File: src/rtl/instr_fetch.sv
// Instruction fetch stage: owns the PC and fetches words over a req/ack bus.
// Optional fetch timeout enabled by defining IFETCH_TIMEOUT_EN.
module instr_fetch #(
   parameter int unsigned       ADDR_W   = 32,
   parameter logic [ADDR_W-1:0] RESET_PC = '0,
   parameter logic [ADDR_W-1:0] IMEM_LO  = '0,
   parameter logic [ADDR_W-1:0] IMEM_HI  = ADDR_W'(32'h0000_FFFC),
   parameter int unsigned       TIMEOUT  = 16
) (
   input  logic              clk,
   input  logic              reset_n,
   input  logic              pc_inc,
   input  logic              pc_load,
   input  logic [ADDR_W-1:0] pc_load_value,
   output logic [ADDR_W-1:0] imem_addr,
   output logic              imem_req,
   input  logic              imem_ack,
   input  logic [31:0]       imem_rdata,
   input  logic              imem_fault,
   output logic [31:0]       instruction,
   output logic              wait_instr,
   output logic              instr_segv,
   output logic [ADDR_W-1:0] pc
);

   typedef enum logic [2:0] {
      ISSUE,
      WAIT,
      VALID,
      FLUSH,
      FAULT
   } state_t;

   state_t            state_q, state_d;
   logic [ADDR_W-1:0] pc_q, pc_d;
   logic [ADDR_W-1:0] addr_q, addr_d;
   logic [31:0]       instr_q, instr_d;
   logic              wait_q, wait_d;
   logic              segv_q, segv_d;
   logic              req_q, req_d;
   logic              pc_bad;

`ifdef IFETCH_TIMEOUT_EN
   localparam int unsigned CW = $clog2(TIMEOUT) + 1;
   logic [CW-1:0] cnt_q, cnt_d;
   logic          tmo;
   assign tmo = (cnt_q == CW'(TIMEOUT - 1));
`endif

   // single unsigned compare covers both range ends
   assign pc_bad = ((pc_q - IMEM_LO) > (IMEM_HI - IMEM_LO))
                || (pc_q[1:0] != 2'b00);

   always_ff @(posedge clk or negedge reset_n) begin
      if (!reset_n) begin
         state_q <= ISSUE;
         pc_q    <= RESET_PC;
         addr_q  <= RESET_PC;
         instr_q <= '0;
         wait_q  <= 1'b1;
         segv_q  <= 1'b0;
         req_q   <= 1'b0;
`ifdef IFETCH_TIMEOUT_EN
         cnt_q   <= '0;
`endif
      end else begin
         state_q <= state_d;
         pc_q    <= pc_d;
         addr_q  <= addr_d;
         instr_q <= instr_d;
         wait_q  <= wait_d;
         segv_q  <= segv_d;
         req_q   <= req_d;
`ifdef IFETCH_TIMEOUT_EN
         cnt_q   <= cnt_d;
`endif
      end
   end

   always_comb begin
      state_d = state_q;
      pc_d    = pc_q;
      addr_d  = addr_q;
      instr_d = instr_q;
      wait_d  = wait_q;
      segv_d  = segv_q;
      req_d   = req_q;
`ifdef IFETCH_TIMEOUT_EN
      cnt_d   = cnt_q;
`endif
      unique case (state_q)
         ISSUE: begin
            if (pc_load) begin
               pc_d   = pc_load_value;
               wait_d = 1'b1;
               segv_d = 1'b0;
            end else if (pc_bad) begin
               state_d = FAULT;
               segv_d  = 1'b1;
               wait_d  = 1'b1;
               req_d   = 1'b0;
            end else begin
               state_d = WAIT;
               req_d   = 1'b1;
               addr_d  = pc_q;
`ifdef IFETCH_TIMEOUT_EN
               cnt_d   = '0;
`endif
            end
         end
         WAIT: begin
            if (pc_load) begin
               pc_d   = pc_load_value;
               wait_d = 1'b1;
               segv_d = 1'b0;
               if (imem_ack) begin
                  state_d = ISSUE;
                  req_d   = 1'b0;
               end else begin
                  state_d = FLUSH;
               end
            end else if (imem_ack) begin
               req_d = 1'b0;
               if (imem_fault) begin
                  state_d = FAULT;
                  segv_d  = 1'b1;
               end else begin
                  state_d = VALID;
                  instr_d = imem_rdata;
                  wait_d  = 1'b0;
               end
            end
`ifdef IFETCH_TIMEOUT_EN
            else if (tmo) begin
               state_d = FAULT;
               segv_d  = 1'b1;
               req_d   = 1'b0;
            end else begin
               cnt_d = cnt_q + 1'b1;
            end
`endif
         end
         VALID: begin
            if (pc_load) begin
               state_d = ISSUE;
               pc_d    = pc_load_value;
               wait_d  = 1'b1;
               segv_d  = 1'b0;
            end else if (pc_inc) begin
               state_d = ISSUE;
               pc_d    = pc_q + ADDR_W'(4);
               wait_d  = 1'b1;
            end
         end
         FLUSH: begin
            if (pc_load) begin
               pc_d = pc_load_value;
            end
            // the outstanding beat belongs to the old pc and is dropped
            if (imem_ack) begin
               state_d = ISSUE;
               req_d   = 1'b0;
            end
         end
         FAULT: begin
            if (pc_load) begin
               state_d = ISSUE;
               pc_d    = pc_load_value;
               wait_d  = 1'b1;
               segv_d  = 1'b0;
            end
         end
         default: begin
            state_d = ISSUE;
            req_d   = 1'b0;
         end
      endcase
   end

   always_comb begin
      imem_addr   = addr_q;
      imem_req    = req_q;
      instruction = instr_q;
      wait_instr  = wait_q;
      instr_segv  = segv_q;
      pc          = pc_q;
   end

endmodule

File: config.mk
export PLATFORM = sky130hd
export DESIGN_NAME = instr_fetch
export DESIGN_NICKNAME = d
export VERILOG_FILES = /design/src/rtl/instr_fetch.sv
export SDC_FILE = /design/constraint.sdc
export NUM_CORES = 1
export LEC_CHECK = 0
export ABC_AREA = 0
export BUFFER_PORTS_ARGS = -buffer_cell sky130_fd_sc_hd__buf_2
export CAP_MARGIN = 20
export CORE_ASPECT_RATIO = 1.1
export CORE_MARGIN = 2
export CORE_UTILIZATION = 40
export CTS_CLUSTER_DIAMETER = 80
export CTS_CLUSTER_SIZE = 28
export DETAILED_ROUTE_END_ITERATION = 8
export GPL_ROUTABILITY_DRIVEN = 0
export PLACE_DENSITY = 0.66
export REMOVE_ABC_BUFFERS = 1
export SYNTH_ARGS = -nofsm -noshare
export SYNTH_HDL_FRONTEND = slang
export SYNTH_SLANG_ARGS = --single-unit
File: constraint.sdc
create_clock -name clk -period 4.4 [get_ports clk]
set_clock_uncertainty 0.1 [all_clocks]
set_input_delay 0.44 -clock clk [delete_from_list [all_inputs] [get_ports clk]]
set_output_delay 0.44 -clock clk [all_outputs]
set_load 0.1 [all_outputs]
==> impl_summary.log, run 1 <==
INFO  metric worst_ep_required_time = 4.53 ns
INFO  metric clk_root_buffer_cell = clkbuf_16
INFO  metric num-nets-final = 664
INFO  metric vias_in_the_first_global_route = 3913
INFO  metric max_clock_freq = 351.8 MHz
INFO  metric netlist_area = 4802 um2
INFO  metric buffers_added_on_ports = 168
INFO  metric die_w = 108.5 um
INFO  metric yosys_most_used_dff = dfrtp_1
INFO  metric synth_enable_flop_cells = 0
INFO  metric post-cts-setup-buffer-count = 0
INFO  metric timing_hold_violations_final = 0
INFO  metric crit_path_cell_trace = or4_1, nor3_2, nand4_2, nor2b_4, mux2_2
INFO  metric fp.dieH = 118.9 um
INFO  metric regToRegEndpoint = imem_addr[2]
INFO  metric grt_antenna_before_repair = 1
INFO  metric detail_route.wl_per_cell = 17.35 um
INFO  metric timing.critical_path.to = imem_addr[2]
INFO  metric highest_count_cells_in_the_layout_ignoring_fill_and_taps = buf_2 (167), dfrtp_1 (101), mux2_2 (38)
INFO  metric drcViolationCount = 0
INFO  metric critPathBufInv = 0
INFO  metric cp.depth = 5
INFO  metric clock_path_buffers = 2
INFO  metric htree_num_levels = 3
INFO  metric worst-r2r-setup-slack = 1.56 ns
INFO  metric cts_tree = yes
INFO  metric drv_slew = 0
INFO  metric placed_cell_area = 5739 um2
INFO  metric route.antenna.remaining_nets = 0
INFO  metric grt_pass1_wl = 20.27 mm
INFO  metric cts_hold_buf = 0
INFO  metric area_growth_syn_to_layout = 25.46%
INFO  metric timing.max_slew.rel_slack = 35.45%
INFO  metric insertion_delay_of_the_later_clocked_pin_in_the_worst_skew_pair = 0.35 ns
INFO  metric post-route-min-period = 2.842 ns
INFO  metric period_share = 64.60%
INFO  metric timing.critical_path.slowest_stage_cell = nor2b_4
INFO  metric drive_above_1_share = 41.64%
INFO  metric start_util = 41.42%
INFO  metric final_hold_slack = 0.05852 ns
INFO  metric clkSinkCount = 102
INFO  metric drt-vias-per-instance = 5.519
INFO  metric async_flop_share = 100.0%
INFO  metric post_synth_num_cell_types = 54
INFO  metric route.vias.total = 4134
INFO  metric finalSetupViolCount = 0
INFO  metric totalNegativeSetupSlack = 0 ns
INFO  metric yosysSeqAreaShare = 53.18%
INFO  metric clk_transition_reported_paths = 0.07 ns
INFO  metric worst_r2r_path_depth = 5
INFO  metric grt.overflow.total = 0
INFO  metric detailed_place_hpwl = 9.462 mm
INFO  metric final_common_cell = buf_2
INFO  metric leakagePower = 0.002996 uW
INFO  metric netlist_instances = 438
INFO  metric gr-usage-all-layers = 20.02%
INFO  metric ctsResizeCount = 0
INFO  metric cp_top_family = simple AND/OR/NAND/NOR gates
INFO  metric endpoint_kind = flip-flop
INFO  metric launching_instance_or_port_of_the_critical_path = pc[27]
INFO  metric vdd_drop_max = 248.1 uV
INFO  metric regToRegStartpoint = pc[27]
INFO  metric worst-path-max-fanout = 34
INFO  metric status = complete, no violations
INFO  metric synthesis_stage_register_bit_count = 102
INFO  metric startpoint_class_of_the_critical_path = flip-flop
INFO  metric post-route-cell-area = 6025 um2
INFO  metric worst_path_largest_cell_delay = 0.81 ns
INFO  metric design.core.area = 11590 um2
INFO  metric floorplan.io_pins = 169
INFO  metric grt_start_max_net_pins = 58
INFO  metric maxCapViolations = 0
INFO  metric die-area = 12900 um2
INFO  metric rsz0062_at_grt = false
INFO  metric yosysWarningCount = 0
INFO  metric first_pass_iters = 5
INFO  metric fin_util = 51.96%
INFO  metric row_count = 41
INFO  metric tritoncts.num_buffers = 9
INFO  metric timing_worst_setup_path_type = reg -> reg
INFO  metric worst_slew_pin_tran = 0.9662 ns
INFO  metric synth_area_per_cell = 10.96 um2
INFO  metric data_arrival_time_at_the_worst_slack_endpoint = 2.97 ns
INFO  metric drt_iter0_markers = 201
INFO  metric hold_path_class = in -> async
INFO  metric route.final.wire_length = 12.99 mm
INFO  metric power-per-cell-area = 377.6 nW/um2
[through the flow]
step	cells	total power, uW	setup WS (ns)
global route	748	2367	1.362
finish	749	2275	1.558
floorplan	408	1390	0.4757
detailed placement	732	1531	1.492
global placement	732	1525	1.608
CTS	748	2293	1.551
[how the worst min path moves through the flow]
stage / startpoint / end / slack [ns] / cells after the start
after global routing: reset_n / imem_addr[20] / 0.12 / 1
after global placement: imem_addr[27] / imem_addr[27] / 0.38 / 1
after detailed placement: imem_addr[20] / imem_addr[20] / 0.38 / 1
after floorplan: reset_n / imem_addr[0] / 0.04 / 0
after CTS: reset_n / imem_addr[6] / 0.08 / 1
final: reset_n / imem_addr[3] / 0.06 / 1
[metal layers]
| layer | GRT usage, % | part of all wire [%] |
|---|---|---|
| met1 | 26.58 | 43 |
| met5 | 0 | 0 |
| met3 | 4.324 | 8.3 |
| met2 | 32.23 | 47 |
| met4 | 6.891 | 1.3 |
[registers in the layout, summed over array words and instances (netlist names)]
signal / cells
imem_addr: 32
instruction: 32
pc: 32
state_q: 3
imem_req: 1
instr_segv: 1
wait_instr: 1
[synth_stat cells (3+ instances only)]
library cell	instances	area [um2]
nand2_1	21	78.83
and3_1	6	37.54
a2bb2oi_1	5	43.79
nor4_1	8	50.05
nor2_1	26	97.59
and4_1	6	52.55
o21ai_0	21	105.1
dfrtp_1	101	2527
clkbuf_1	18	67.56
buf_2	7	35.03
mux2_2	38	427.9
a21oi_1	34	170.2
buf_4	3	22.52
a211oi_1	5	37.54
nor3_1	12	60.06
nor2b_1	24	150.1
nand3_1	17	85.08
or3_1	5	31.28
o22ai_1	8	50.05
a311oi_1	4	35.03
mux2_4	10	150.1
inv_1	5	18.77
o211ai_1	3	22.52
nand4_1	10	62.56
[where the power goes]
part | switching [uW] | internal, uW
sequential | 66.3 | 972
combinational | 377 | 98.9
clock | 366 | 394
total | 809 | 1470
[worst register-to-register path, cell delays in order, from the launching register on]
cell and delay, ns:
dfrtp_1 0.47, or4_1 0.56, nor3_2 0.14, nand4_2 0.20
nor2b_4 0.81, mux2_2 0.45
[final cells by class]
cell class              count  area [um2]
clock buffers              10       229.0
diodes                      1       2.502
inverters                   5       18.77
multi-input cells         301        2091
repair buffers            174       888.4
fillers                  1101        5569
clock inverters             6       53.80
well taps                 150       187.7
flip-flops and latches    102        2554
[logic make-up after synthesis]
| family | share of synthesized area [%] |
|---|---|
| AO/OA/AOI/OAI | 13.42 |
| adder cells (fa/ha/maj) | 0.2605 |
| buffers and inverters | 3.491 |
| flip-flops | 53.18 |
| multiplexers | 12.25 |
| AND/OR/NAND/NOR | 17.40 |
(Power assumes the default switching activity.)
==> run 2, diff against run 1 <==
Clock period 4.4 ns to 2.8 ns, I/O delays scaled along.
==> run 2 against run 1 <==
Sequential share of layout area shrank 0.42 points. Sequential cell count stayed put. Via count fell by 1.3%. Die area unchanged. Sequential power grew 57%. First-iteration DRC count is 18% higher. Combinational power rose by 60%. Worst hold slack got worse by 0.0026 ns. Critical path type unchanged. Clock power increased by 58%. Non-clock buffer count is 6 higher.
==> impl_summary.log, run 2 (synthesized netlist as in run 1, its figures left out) <==
INFO  metric design.core.area = 11590 um2
INFO  metric start_util = 41.42%
INFO  metric power-per-cell-area = 590.6 nW/um2
INFO  metric global_route.peak_usage_layer = met2
INFO  metric die-area = 12900 um2
INFO  metric clk_transition_reported_paths = 0.07 ns
INFO  metric drt_iter0_markers = 237
INFO  metric grt_start_max_net_pins = 56
INFO  metric timing_hold_violations_final = 0
INFO  metric seq_area = 2554 um2
INFO  metric place_worst_setup_slack = 0.4385 ns
INFO  metric multi_input_comb_area = 2091 um2
INFO  metric startpoint_class_of_the_critical_path = flip-flop
INFO  metric holdPathStages = 3
INFO  metric status = complete, no violations
INFO  metric floorplan.io_pins = 169
INFO  metric cp_top_family = simple AND/OR/NAND/NOR gates
INFO  metric cts_tree = yes
INFO  metric first_pass_iters = 4
INFO  metric whs_endpoint = pc[2]
INFO  metric drcViolationCount = 0
INFO  metric drt-vias-per-instance = 5.411
INFO  metric placed_cell_count = 737
INFO  metric highest_count_cells_in_the_layout_ignoring_fill_and_taps = buf_2 (167), dfrtp_1 (101), mux2_2 (38)
INFO  metric grt_pass1_wl = 20.60 mm
INFO  metric timing_worst_setup_path_type = reg -> reg
INFO  metric rsz0062_at_grt = false
INFO  metric regToRegEndpoint = imem_addr[11]
INFO  metric num-nets-final = 670
INFO  metric num-fill-cells = 1059
INFO  metric route.antenna.remaining_nets = 0
INFO  metric fp.dieH = 118.9 um
INFO  metric timing.critical_path.slowest_stage_cell = or4_1
INFO  metric setup_slack = 0.4103 ns
INFO  metric post-route-min-period = 2.390 ns
INFO  metric period_share = 85.35%
INFO  metric timing.max_slew.rel_slack = 58.66%
INFO  metric global_route.usage.met3 = 4.269%
INFO  metric grt_antenna_before_repair = 0
INFO  metric vdd_drop_max = 372.4 uV
INFO  metric endpoint_kind = flip-flop
INFO  metric route.final.wire_length = 12.92 mm
INFO  metric area_growth_syn_to_layout = 26.71%
INFO  metric worst_slew_pin_tran = 0.6201 ns
INFO  metric grt.met1_usage = 27.84%
INFO  metric worst-path-max-fanout = 24
INFO  metric worst_r2r_path_depth = 6
INFO  metric route.vias.total = 4080
INFO  metric htree_num_levels = 3
INFO  metric drive_above_1_share = 42.22%
INFO  metric clk_root_buffer_cell = clkbuf_16
INFO  metric buffers_added_on_ports = 168
INFO  metric hold_path_class = in -> reg
INFO  metric die_w = 108.5 um
INFO  metric num_antenna_cells = 0
INFO  metric tritoncts.num_buffers = 9
INFO  metric row_count = 41
INFO  metric insertion_delay_of_the_later_clocked_pin_in_the_worst_skew_pair = 0.35 ns
INFO  metric gr-usage-all-layers = 20.46%
INFO  metric detail_route.wl_per_cell = 17.13 um
INFO  metric finalSetupViolCount = 0
INFO  metric leakagePower = 0.003038 uW
INFO  metric worst_path_largest_cell_delay = 0.56 ns
INFO  metric clkSinkCount = 102
INFO  metric layoutNonFillerInstCount = 754
INFO  metric max_clock_freq = 418.5 MHz
INFO  metric worst_ep_required_time = 2.93 ns
INFO  metric data_arrival_time_at_the_worst_slack_endpoint = 2.52 ns
INFO  metric drv_slew = 0
INFO  metric global_routing_met2_resource_utilization = 31.60%
INFO  metric vias_in_the_first_global_route = 4011
INFO  metric maxCapViolations = 0
INFO  metric worst-r2r-setup-slack = 0.41 ns
INFO  metric detailed_place_hpwl = 9.522 mm
INFO  metric critPathBufInv = 1
INFO  metric grt.overflow.total = 0
INFO  metric final_common_cell = buf_2
INFO  metric clock_path_buffers = 2
INFO  metric crit_path_cell_trace = or4_1, nor3_2, nand4_2, nor2b_4, buf_4, mux2_4
INFO  metric regToRegStartpoint = pc[27]
INFO  metric timing.hold.worst.start = pc_load_value[2]
## run 2: changes by cell type in the layout (fill, tap and decap cells not counted)
| cell | previous run | this run |
|---|---|---|
| buf_4 | 7 | 11 |
| inv_6 | 2 | 5 |
| clkinv_4 | 2 | 0 |
| buf_12 | 0 | 1 |
| clkbuf_1 | 1 | 0 |
| clkinv_2 | 0 | 1 |
| clkinvlp_4 | 1 | 0 |
| diode_2 | 1 | 0 |
| dlygate4sd3_1 | 0 | 1 |
## run 2: through the flow
stage	instance area (um2)	setup TNS, ns	hold WS, ns	total power, uW	utilization [%]
2_1_floorplan	4653	-31.68	-0.1156	2185	-
3_3_place_gp	5789	0	0.2272	2406	49.94
3_5_place_dp	5789	0	0.2370	2419	49.94
4_1_cts	6085	0	0.05196	3635	52.48
5_1_grt	6085	0	0.06089	3754	52.48
6_report	6085	0	0.05591	3594	52.48
## run 2: what timing repair did
item                       4_1_cts  5_1_grt
hold buffers                     1        0
resized for setup                0        0
setup buffers                    0        0
setup endpoints to repair        0        0
hold endpoints to repair        47        0
## run 2: how the worst max path moves through the flow
| stage | start | endpoint | slack, ns | cells past startpoint |
|---|---|---|---|---|
| after CTS | pc[27] | imem_addr[11] | 0.42 | 6 |
| after global placement | pc[27] | imem_addr[8] | 0.47 | 6 |
| after floorplan | pc[27] | imem_addr[4] | -1.12 | 5 |
| after global routing | pc[27] | imem_addr[11] | 0.31 | 6 |
| after detailed placement | pc[27] | imem_addr[10] | 0.44 | 6 |
| final | pc[27] | imem_addr[11] | 0.41 | 6 |
## run 2: layout make-up
cell class	instances	share of cell area [%]
Clock inverter	7	0.9870
Multi-Input combinational cell	301	34.36
Clock buffer	9	3.701
Timing Repair Buffer	180	15.59
Sequential cell	102	41.97
Tap cell	150	3.085
Inverter	5	0.3085
## run 2: metal layers
layer  vias up  part of all wire, %  wire length (um)
met5         -                    0                 0
li1       1942                    -                 -
met2       161                   45              5863
met1      1962                   45              5749
met3        15                  7.9              1026
met4         0                  2.2               279
## run 2: worst min-delay path, stage by stage
cell and delay (ns):
buf_2 0.08, nand3_1 0.05, nand2_1 0.06
## run 2: report_power, final
part	total, uW	switching, uW	internal (uW)
Sequential	1630	99.3	1530
Combinational	763	599	164
Clock	1200	580	624
